[config.mk]
export PLATFORM = sky130hd
export DESIGN_NAME = rtc_bcd_core_flat
export DESIGN_NICKNAME = d
export VERILOG_FILES = /design/src/rtl/rtc_bcd_core_pkg.sv /design/src/rtl/rtc_bcd_core_if.sv /design/src/rtl/rtc_bcd_core_bcd_mod_counter.sv /design/src/rtl/rtc_bcd_core.sv /design/src/flat_wrapper.sv
export SDC_FILE = /design/constraint.sdc
export NUM_CORES = 1
export LEC_CHECK = 0
export ABC_AREA = 1
export ABC_CLOCK_PERIOD_IN_PS = 2700
export CORE_UTILIZATION = 40
export CTS_BUF_LIST = sky130_fd_sc_hd__clkbuf_8
export CTS_CLUSTER_DIAMETER = 40
export DETAILED_ROUTE_END_ITERATION = 6
export HOLD_SLACK_MARGIN = 0.15
export PLACE_DENSITY = 0.64
export SETUP_SLACK_MARGIN = 0.5
export SYNTH_ARGS = -nofsm -noshare
export SYNTH_HDL_FRONTEND = slang
export SYNTH_HIERARCHICAL = 1
export SYNTH_SLANG_ARGS = --single-unit
export TNS_END_PERCENT = 20
[constraint.sdc]
create_clock -name clk -period 2.7 [get_ports clk]
set_clock_uncertainty 0.15 [all_clocks]
set_input_delay 0.675 -clock clk [delete_from_list [all_inputs] [get_ports clk]]
set_output_delay 0.675 -clock clk [all_outputs]
set_load 0.02 [all_outputs]
[src/rtl/rtc_bcd_core_pkg.sv]
// rtc_pkg: shared state encoding, BCD constants and packed BCD increment for rtc_bcd_core
package rtc_pkg;
  typedef enum logic [2:0] {RUN, SET_HR, SET_MIN, SET_AL_HR, SET_AL_MIN} rtc_state_t;
  localparam logic [7:0] BCD_59 = 8'h59;
  localparam logic [7:0] BCD_23 = 8'h23;
  localparam logic [7:0] BCD_12 = 8'h12;
  localparam logic [7:0] BCD_11 = 8'h11;
  localparam logic [7:0] BCD_01 = 8'h01;
  function automatic logic [7:0] bcd_inc8(input logic [7:0] v);
    return (v[3:0] == 4'd9) ? {v[7:4] + 4'd1, 4'd0} : {v[7:4], v[3:0] + 4'd1};
  endfunction
endpackage

[src/rtl/rtc_bcd_core_if.sv]
// rtc_bcd_core_if: board-side controls and BCD time outputs of rtc_bcd_core (alarm signals under RTC_ALARM_EN)
interface rtc_bcd_core_if;
  logic       run_en;
  logic       btn_mode;
  logic       btn_inc;
  logic [7:0] sec_bcd;
  logic [7:0] min_bcd;
  logic [7:0] hr_bcd;
  logic       pm;
  logic [1:0] field_sel;
  logic       tick_1hz;
`ifdef RTC_ALARM_EN
  logic       alarm_arm;
  logic       alarm_ring;
  logic       al_active;
`endif
  modport master (
    output run_en, btn_mode, btn_inc,
`ifdef RTC_ALARM_EN
    output alarm_arm,
    input alarm_ring, al_active,
`endif
    input sec_bcd, min_bcd, hr_bcd, pm, field_sel, tick_1hz
  );
  modport slave (
    input run_en, btn_mode, btn_inc,
`ifdef RTC_ALARM_EN
    input alarm_arm,
    output alarm_ring, al_active,
`endif
    output sec_bcd, min_bcd, hr_bcd, pm, field_sel, tick_1hz
  );
endinterface

[src/rtl/rtc_bcd_core_bcd_mod_counter.sv]
// bcd_mod_counter: two-digit packed BCD counter MIN..MAX with increment, load-to-MIN and wrap-out
module bcd_mod_counter import rtc_pkg::*; #(
  parameter logic [7:0] MIN = 8'h00,
  parameter logic [7:0] MAX = BCD_59
) (
  input  logic       clk,
  input  logic       rst,
  input  logic       inc,
  input  logic       load,
  output logic [7:0] q,
  output logic       wrap
);
  logic [7:0] q_q, q_d;
  // load wins over increment; wrap flags an increment taken at MAX
  always_comb begin
    q_d = load ? MIN : inc ? ((q_q == MAX) ? MIN : bcd_inc8(q_q)) : q_q;
    wrap = inc && (q_q == MAX);
  end
  // count register, cleared to MIN
  always_ff @(posedge clk or negedge rst)
    if (!rst) q_q <= MIN;
    else q_q <= q_d;
  assign q = q_q;
endmodule

[src/rtl/rtc_bcd_core.sv]
// rtc_bcd_core: BCD hh:mm:ss timekeeper with 12/24h modes and a mode/inc set FSM; RTC_ALARM_EN adds the alarm
module rtc_bcd_core import rtc_pkg::*; #(
  parameter int CLK_HZ = 50_000_000,
  parameter bit H24 = 1'b0
) (
  input logic           clk,
  input logic           rst,
  rtc_bcd_core_if.slave bus
);
  localparam int PW = $clog2(CLK_HZ);
  localparam logic [PW-1:0] TC = PW'(CLK_HZ - 1);
  localparam logic [7:0] HR_MAX = H24 ? BCD_23 : BCD_11;
  rtc_state_t state_q, state_d;
  logic [PW-1:0] cnt_q, cnt_d;
  logic [2:0] mode_sync_q, mode_sync_d, inc_sync_q, inc_sync_d;
  logic pm_q, pm_d;
  logic mode_ev, inc_ev, inc_act, running, tick, sec_load;
  logic sec_wrap, min_wrap, hr_wrap, min_inc, hr_inc;
  logic [7:0] sec, min, hr;
  // button synchronisers and edge detect, prescaler next value
  always_comb begin
    mode_sync_d = {mode_sync_q[1:0], bus.btn_mode};
    inc_sync_d = {inc_sync_q[1:0], bus.btn_inc};
    mode_ev = mode_sync_q[1] & ~mode_sync_q[2];
    inc_ev = inc_sync_q[1] & ~inc_sync_q[2];
    inc_act = inc_ev & ~mode_ev;
    running = (state_q == RUN) && bus.run_en;
    tick = running && (cnt_q == TC);
    sec_load = mode_ev && (state_q == RUN);
    cnt_d = sec_load ? '0 : running ? (tick ? '0 : cnt_q + PW'(1)) : cnt_q;
  end
  // hours count 00..11 internally in 12h mode so the 11->12 step is the wrap that flips pm
  assign min_inc = (state_q == SET_MIN) ? inc_act : sec_wrap;
  assign hr_inc = (state_q == SET_HR) ? inc_act : (state_q == RUN) && min_wrap;
  assign pm_d = H24 ? 1'b0 : pm_q ^ hr_wrap;
  bcd_mod_counter #(.MAX(BCD_59)) u_sec (.clk(clk), .rst(rst), .inc(tick), .load(sec_load), .q(sec), .wrap(sec_wrap));
  bcd_mod_counter #(.MAX(BCD_59)) u_min (.clk(clk), .rst(rst), .inc(min_inc), .load(1'b0), .q(min), .wrap(min_wrap));
  bcd_mod_counter #(.MAX(HR_MAX)) u_hr (.clk(clk), .rst(rst), .inc(hr_inc), .load(1'b0), .q(hr), .wrap(hr_wrap));
  // set FSM state register
  always_ff @(posedge clk or negedge rst)
    if (!rst) state_q <= RUN;
    else state_q <= state_d;
  // each mode edge advances one field; inc edges never move the state
  always_comb begin
`ifdef RTC_ALARM_EN
    state_d = !mode_ev ? state_q : (state_q == RUN) ? SET_HR : (state_q == SET_HR) ? SET_MIN :
              (state_q == SET_MIN) ? SET_AL_HR : (state_q == SET_AL_HR) ? SET_AL_MIN : RUN;
`else
    state_d = !mode_ev ? state_q : (state_q == RUN) ? SET_HR : (state_q == SET_HR) ? SET_MIN : RUN;
`endif
  end
  // field being edited, decoded straight from the state
  always_comb begin
    bus.field_sel = (state_q == SET_HR || state_q == SET_AL_HR) ? 2'b01 :
                    (state_q == SET_MIN || state_q == SET_AL_MIN) ? 2'b10 : 2'b00;
  end
  // prescaler, synchroniser and pm registers
  always_ff @(posedge clk or negedge rst)
    if (!rst) begin
      cnt_q <= '0;
      mode_sync_q <= '0;
      inc_sync_q <= '0;
      pm_q <= 1'b0;
    end else begin
      cnt_q <= cnt_d;
      mode_sync_q <= mode_sync_d;
      inc_sync_q <= inc_sync_d;
      pm_q <= pm_d;
    end
  assign bus.sec_bcd = sec;
  assign bus.min_bcd = min;
  assign bus.hr_bcd = (!H24 && hr == 8'h00) ? BCD_12 : hr;
  assign bus.pm = pm_q;
  assign bus.tick_1hz = tick;
`ifdef RTC_ALARM_EN
  logic al_pm_q, al_pm_d, ring_q, ring_d, al_hr_wrap, match;
  logic [7:0] al_hr, al_min, min_n, hr_n;
  bcd_mod_counter #(.MAX(HR_MAX)) u_al_hr (.clk(clk), .rst(rst), .inc((state_q == SET_AL_HR) && inc_act),
                                          .load(1'b0), .q(al_hr), .wrap(al_hr_wrap));
  bcd_mod_counter #(.MAX(BCD_59)) u_al_min (.clk(clk), .rst(rst), .inc((state_q == SET_AL_MIN) && inc_act),
                                           .load(1'b0), .q(al_min), .wrap());
  // compare against the time this tick is about to produce so ring rises with sec=00
  always_comb begin
    al_pm_d = H24 ? 1'b0 : al_pm_q ^ al_hr_wrap;
    min_n = min_wrap ? 8'h00 : bcd_inc8(min);
    hr_n = hr_inc ? (hr_wrap ? 8'h00 : bcd_inc8(hr)) : hr;
    match = sec_wrap && (min_n == al_min) && (hr_n == al_hr) && (pm_d == al_pm_q);
    ring_d = !bus.alarm_arm ? 1'b0 : (inc_act && state_q == RUN) ? 1'b0 : match ? 1'b1 : ring_q;
  end
  // alarm pm and ring registers
  always_ff @(posedge clk or negedge rst)
    if (!rst) begin
      al_pm_q <= 1'b0;
      ring_q <= 1'b0;
    end else begin
      al_pm_q <= al_pm_d;
      ring_q <= ring_d;
    end
  assign bus.alarm_ring = ring_q;
  assign bus.al_active = (state_q == SET_AL_HR) || (state_q == SET_AL_MIN);
`endif
endmodule

[src/flat_wrapper.sv]
// flat-port wrapper written by rule: the top's interface ports become plain ports
module rtc_bcd_core_flat import rtc_pkg::*;
#(
  parameter int CLK_HZ = 50_000_000,
  parameter bit H24 = 1'b0
)
  (clk, rst, bus_run_en, bus_btn_mode, bus_btn_inc, bus_sec_bcd, bus_min_bcd, bus_hr_bcd, bus_pm, bus_field_sel, bus_tick_1hz);
  rtc_bcd_core_if bus_i ();
  input logic clk;
  input logic rst;
  input wire logic [$bits(bus_i.run_en)-1:0] bus_run_en;
  input wire logic [$bits(bus_i.btn_mode)-1:0] bus_btn_mode;
  input wire logic [$bits(bus_i.btn_inc)-1:0] bus_btn_inc;
  output wire logic [$bits(bus_i.sec_bcd)-1:0] bus_sec_bcd;
  output wire logic [$bits(bus_i.min_bcd)-1:0] bus_min_bcd;
  output wire logic [$bits(bus_i.hr_bcd)-1:0] bus_hr_bcd;
  output wire logic [$bits(bus_i.pm)-1:0] bus_pm;
  output wire logic [$bits(bus_i.field_sel)-1:0] bus_field_sel;
  output wire logic [$bits(bus_i.tick_1hz)-1:0] bus_tick_1hz;
  assign bus_i.run_en = bus_run_en;
  assign bus_i.btn_mode = bus_btn_mode;
  assign bus_i.btn_inc = bus_btn_inc;
  assign bus_sec_bcd = bus_i.sec_bcd;
  assign bus_min_bcd = bus_i.min_bcd;
  assign bus_hr_bcd = bus_i.hr_bcd;
  assign bus_pm = bus_i.pm;
  assign bus_field_sel = bus_i.field_sel;
  assign bus_tick_1hz = bus_i.tick_1hz;
  rtc_bcd_core #(.CLK_HZ(CLK_HZ), .H24(H24)) u_core (.clk(clk), .rst(rst), .bus(bus_i));
endmodule
==> flow_metrics.tcl, run 1 <==
set metrics [dict create \
    status "finished, violations left" \
    violations "DRC" \
    critPathArrivalTime_ps 2600 \
    synth_cell_type_count 38 \
    r2r_start "u_core/cnt_q[22]" \
    synth_most_common_cell "nand2_1" \
    hpwlAfterDp_um 5940 \
    min_path_type "input pin to async pin" \
    fmaxAchievable_ghz 0.398 \
    wirelength_um 8440 \
    r2r_end "u_core/u_hr/q[2]" \
    drc_errors 12 \
    clock_sinks 59 \
    clk_pin_slew_ps 70 \
    whs_ps 194 \
    layout_min_cycle_time_ps 2510 \
    grt_pass1_wl_um 14300 \
    crit_fanout 6 \
    syn_inst 475 \
    final_cells 662 \
    yosys_warnings 6 \
    synth_area_mm2 0.00367 \
    drv_cap 0 \
    diodes 0 \
    ys_top_cells_by_count "115 x nand2_1, 59 x dfrtp_1, 49 x inv_1" \
    die_h_um 97.8 \
    cts_tree "built" \
    synth_edf_count 0 \
    first_iter_violations 134 \
    reg2reg_depth 17 \
    grt_pass1_vias 3165 \
    crit_end "u_core/u_hr/q[2]" \
    cts_hold_buf 0 \
    reg2reg_slack_ps 190 \
    dr.pass1.iters 7 \
    area_growth_syn_to_layout_pct 27.3 \
    globalRouteOverflowTotal 0 \
    layout.nets 564 \
    ys_seq_area_share_pct 40.2 \
    start_util_pct 41.7 \
    port_buffers 32 \
    postRouteAntennaNets 0 \
    rsz0062_at_grt "yes" \
    ios 33 \
    drive_gt1_share_pct 27.3 \
    p_leak_nw 2.53 \
    grtUsageTotal_pct 18.8 \
    hold_viol 0 \
    vias_per_cell 4.96 \
    timing.final.crit_share_pct 93.0 \
    synth_top_area_share_pct 40.2 \
    dieArea_mm2 0.00956 \
    numCtsBuffers 9 \
    root_buffer "clkbuf_8" \
    cp_data_required_time_ps 2780 \
    critPathLaunch "u_core/cnt_q[22]" \
    synth_area_leaders "dfrtp_1 40%, nand2_1 12%, nand3_1 5.0%" \
    power.density_mw_per_mm2 498 \
    htree_levels 3 \
    critPathKind "flop to flop" \
    coreArea_mm2 0.00881 \
    setup_violations 0 \
    clockBufferDepth 2 \
    cp-end-kind "flop" \
    yosysTopAreaCell "dfrtp_1" \
    insertion_delay_ps 350 \
    place_inst 632 \
    antenna_found_initial 0 \
    ys.flop_type "dfrtp_1" \
    ir_drop_v 0.000219 \
    async_reset_ff_share_pct 100 \
    detail_route.wl_per_cell_um 12.8 \
    synth-seq-cells 59 \
    avgSynthCellArea_um2 7.73 \
    fp.dieW_um 97.8 \
    num_rows 34 \
    num_vias 3281 \
    cp-start-kind "flop" \
    grt_start_max_net_pins 60 \
    gp_congestion 0.858 \
    slew_viol_final 0 \
]
[worst max-delay path, stage by stage (launching register included)]
cell and delay [ps]:
dfrtp_1 410, nand2_2 130, nor3_2 190, nand4_1 140, nor3_4 190, nand3_2 110
nor2_2 110, nor2_1 60, a21oi_2 140, nand3_2 90, nor2_2 100, nand2_2 70
o31ai_4 70, nor2_4 80, inv_2 90, nand2_2 50, xor2_1 160, nor2_2 50
[timing repair]
action	CTS	global route
endpoints found under the setup margin	40	44
gates resized for setup	14	47
buffers inserted	11	3
pin swaps	10	12
[through the flow]
stage / util (%) / TNS, ps / total power [mW] / worst slack (ps) / area (µm²)
5_1_grt: 53.0 / -174 / 2.47 / -56.3 / 4670
4_1_cts: 51.7 / 0 / 2.34 / 131 / 4550
2_1_floorplan: - / -10.9 / 1.40 / -10.9 / 3710
3_5_place_dp: 48.8 / -7970 / 1.61 / -624 / 4300
3_3_place_gp: 48.8 / -6770 / 1.60 / -541 / 4300
6_report: 53.0 / 0 / 2.33 / 188 / 4670
[registers in the layout, indices dropped and copies added, names as in the netlist]
register and count:
u_core/u_min/q 8, u_core/mode_sync_q 3, u_core/inc_sync_q 3, u_core/state_q 2
u_core/u_sec/q 8, u_core/bus.pm 1, u_core/cnt_q 26, u_core/u_hr/q 8
[cell type report]
type                    instances  area [µm²]
fillers                       848        4140
multi-input cells             345        1970
flip-flops and latches         59        1480
repair buffers                 74         693
inverters                      60         231
well taps                     108         135
clock buffers                   9         124
clock inverters                 7        37.5
[worst min-delay path by stage]
stage / to / cells past startpoint
floorplan: u_core/inc_sync_q[1] / 0
global placement: u_core/mode_sync_q[1] / 0
detailed placement: u_core/mode_sync_q[1] / 0
CTS: u_core/cnt_q[14] / 2
global route: u_core/mode_sync_q[1] / 0
finish: u_core/cnt_q[9] / 2
[power by group]
part	switching (mW)	internal, mW
clock network	0.357	0.320
registers	0.0579	0.939
logic	0.390	0.264
[cells by family after synthesis]
family,count (synthesis),share of synthesized area [%]
AOI/OAI and AO/OA,34,4.74
xor gates and xnor gates,13,3.10
adders and majority gates,10,3.41
buffers and inverters,73,8.59
DFF,59,40.2
other,1,0.102
and+or+nand+nor,285,39.8
[layout by cell type (no fill, tap or decap), types with 2 or more instances in the layout]
| master | count |
|---|---|
| buf_6 | 3 |
| nor2_2 | 26 |
| nor2_4 | 9 |
| buf_2 | 2 |
| inv_4 | 2 |
| nand3_2 | 4 |
| nor3b_1 | 2 |
| clkinv_2 | 4 |
| a21oi_1 | 22 |
| dfrtp_1 | 59 |
| inv_2 | 12 |
| xor2_1 | 12 |
| nor3_1 | 6 |
| buf_4 | 38 |
| dlymetal6s2s_1 | 22 |
| nand4_1 | 10 |
| o21ai_1 | 3 |
| clkbuf_2 | 2 |
| o21ai_0 | 5 |
| ha_1 | 9 |
| nor2_1 | 39 |
| or2_0 | 2 |
| clkdlybuf4s50_1 | 4 |
| inv_1 | 47 |
| nand2_2 | 15 |
| nand3_1 | 37 |
| nand2_8 | 2 |
| clkinvlp_4 | 2 |
| and3_1 | 4 |
| clkbuf_8 | 9 |
| a21oi_2 | 2 |
| nand2_1 | 110 |
| nand2_4 | 7 |
| nor3_2 | 7 |
| conb_1 | 3 |
[routing by layer]
layer	GRT usage [%]	wire [µm]	up-vias
li1	-	-	1646
met1	23.7	3770	1571
met2	31.3	4260	58
met3	4.44	340	6
met4	6.99	73	0
met5	0	0	-
Note: power is estimated with default switching activity, not from simulation.
==> run 2: changes to the inputs <==
- PLACE_DENSITY: 0.64 -> 0.65
- SKIP_LAST_GASP: not set -> 1
- SYNTH_HIERARCHICAL: 1 -> not set
==> run 2 against run 1 <==
Net effect:
- the flow now finishes without violations
- global-route usage is 0.86 points lower
- cell area is 9.9% lower
- synthesized cell count shrank 7.2%
- die area fell by 7.8%
- clock power increased by 22%
- critical path depth fell by 9
- sequential share of layout area up 3.5 points
- area after synthesis fell by 7.9%
- largest cell class unchanged
==> flow_metrics.tcl, run 2 <==
set metrics [dict create \
    status "finished clean" \
    r2r_start "u_core.u_min.q[1]" \
    cp-end-kind "output pin" \
    detail_route.wl_per_cell_um 11.8 \
    num_vias 2938 \
    hold_viol 0 \
    synth_edf_count 0 \
    max_stage_delay_ps 400 \
    synth_most_common_cell "nand2_1" \
    setup_slack_ps 398 \
    port_buffers 32 \
    antenna_found_initial 0 \
    die_h_um 93.9 \
    grt_pass1_wl_um 12300 \
    maxSlewHeadroom_pct 72.6 \
    synth_area_leaders "dfrtp_1 44%, nand2_1 12%, nor2_1 6.1%" \
    cp_top_family "flip-flops" \
    yosys_warnings 0 \
    critPathLaunch "u_core.cnt_q[0]" \
    worst-path-buf-inv 3 \
    path_depth 8 \
    reg2reg_depth 10 \
    timing.final.crit_share_pct 85.3 \
    place_ws_ps -373 \
    synth_area_mm2 0.00338 \
    grtUsageTotal_pct 17.9 \
    grt_start_max_net_pins 33 \
    synth_cell_type_count 32 \
    fmaxAchievable_ghz 0.434 \
    layout_common_cells "102 x nand2_1, 58 x dfrtp_1, 50 x nor2_1, 49 x inv_1, 39 x nand3_1" \
    tightest_slew_ps 409 \
    htree_levels 3 \
    slew_viol_final 0 \
    synth-seq-cells 59 \
    cts_tree "built" \
    place_inst 577 \
    area_growth_syn_to_layout_pct 24.6 \
    async_reset_ff_share_pct 100 \
    layout_min_cycle_time_ps 2300 \
    critPathKind "flop to output pin" \
    globalRouteOverflowTotal 0 \
    critPathArrivalTime_ps 1480 \
    diodes 0 \
    crit_end "bus_tick_1hz" \
    p_leak_nw 2.10 \
    dieArea_mm2 0.00882 \
    num_rows 33 \
    insertion_delay_ps 340 \
    drc_errors 0 \
    dr.pass1.iters 4 \
    drv_cap 0 \
    final_cells 607 \
    crit_chain "ha_4, nand3_4, inv_4, nand2_2, nor2_4, nand2_2, inv_2, buf_6" \
    cp_data_required_time_ps 1880 \
    ys_top_cells_by_count "106 x nand2_1, 59 x dfrtp_1, 55 x nor2_1" \
    cp-start-kind "flop" \
    top_register "u_core.cnt_q" \
    fp.dieW_um 93.9 \
    clock_sinks 59 \
    largest_reg_flops 26 \
    crit_slowest_cell "dfrtp_1" \
    crit_fanout 3 \
    r2r_end "u_core.u_hr.q[4]" \
    rsz0062_at_grt "yes" \
    drive_gt1_share_pct 16.5 \
    ys_seq_area_share_pct 43.7 \
    grt_pass1_vias 2770 \
    ir_drop_v 0.000502 \
    reg2reg_slack_ps 720 \
    ios 33 \
    clk_pin_slew_ps 60 \
    coreArea_mm2 0.00818 \
    layout.nets 514 \
    hpwlAfterDp_um 5210 \
    start_util_pct 41.3 \
    syn_nets 458 \
    vias_per_cell 4.84 \
    wirelength_um 7160 \
    avgSynthCellArea_um2 7.66 \
    gp_congestion 0.816 \
    min_path_type "flop to flop" \
    postRouteAntennaNets 0 \
    cp_common_cell "nand2_2" \
    total_power_mw 2.65 \
    first_iter_violations 124 \
    power.density_mw_per_mm2 630 \
    ys.flop_type "dfrtp_1" \
    placedInstanceArea_mm2 0.00383 \
    numCtsBuffers 9 \
    yosysTopAreaCell "dfrtp_1" \
    synth_top_area_share_pct 43.7 \
    syn_inst 441 \
    final_common_cell "nand2_1" \
    root_buffer "clkbuf_8" \
    setup_violations 0 \
    clockBufferDepth 2 \
    finalInstanceArea_mm2 0.00421 \
]
==> run 2: cell count changes after synthesis, moves of 4 or more <==
cell and change:
a21oi_1 -15, inv_2 -5, nand2_1 -9, nand2_2 -8, nand3_1 +4, nand3_2 -4
nor2_1 +8, nor2_2 -13, nor2_4 -6, nor3_1 +6, nor3_2 -6, o21ai_0 +12
==> run 2: layout make-up <==
type	instances	area, µm²
tap	105	131
multi-input combinational	315	1690
fill	790	3970
clock buffer	12	165
timing repair buffer	55	487
inverter	57	216
clock inverter	4	41.3
sequential	59	1480
==> run 2: power breakdown <==
part           internal, mW  total (mW)  switching [mW]  leakage [nW]
clock                 0.492       0.827           0.335         0.116
combinational         0.308       0.735           0.427          1.21
sequential            0.975        1.09           0.113         0.779
total                  1.78        2.65           0.875          2.10
==> run 2: worst min path at each step <==
stage	from	endpoint	slack [ps]	depth (start not counted)
floorplan	u_core.inc_sync_q[0]	u_core.inc_sync_q[1]	180	0
global placement	u_core.inc_sync_q[0]	u_core.inc_sync_q[1]	190	0
detailed placement	u_core.inc_sync_q[0]	u_core.inc_sync_q[1]	190	0
CTS	u_core.inc_sync_q[0]	u_core.inc_sync_q[1]	200	0
global route	u_core.inc_sync_q[0]	u_core.inc_sync_q[1]	210	0
finish	u_core.inc_sync_q[0]	u_core.inc_sync_q[1]	200	0
==> run 2: metrics by stage <==
stage,hold slack (ps),util [%],setup TNS [ps]
global route,209,51.5,0
global placement,186,46.9,-345
finish,198,51.5,0
CTS,201,49.6,0
floorplan,181,-,0
detailed placement,187,46.9,-373
==> run 2: logic make-up after synthesis <==
family	Yosys count	share of synthesized area (%)
simple gates	251	34.0
compound gates	37	5.81
buf+inv	67	8.15
xor+xnor	15	3.89
flops	59	43.7
fa+ha+maj	12	4.44
==> run 2: timing repair <==
item                                    4_1_cts  5_1_grt
gates resized for setup                      27       22
buffers inserted                              2       11
pin swaps                                     1        3
hold endpoints to repair                      3        0
endpoints found under the setup margin       21       30
hold buffers                                  1        0
==> run 2: layer usage <==
metal | track usage [%] | part of all wire (%) | up-vias
met1 | 23.4 | 49 | 1369
met2 | 28.7 | 46 | 34
li1 | - | - | 1524
met3 | 4.53 | 3.1 | 11
met4 | 6.28 | 1.6 | 0
met5 | 0 | 0 | -
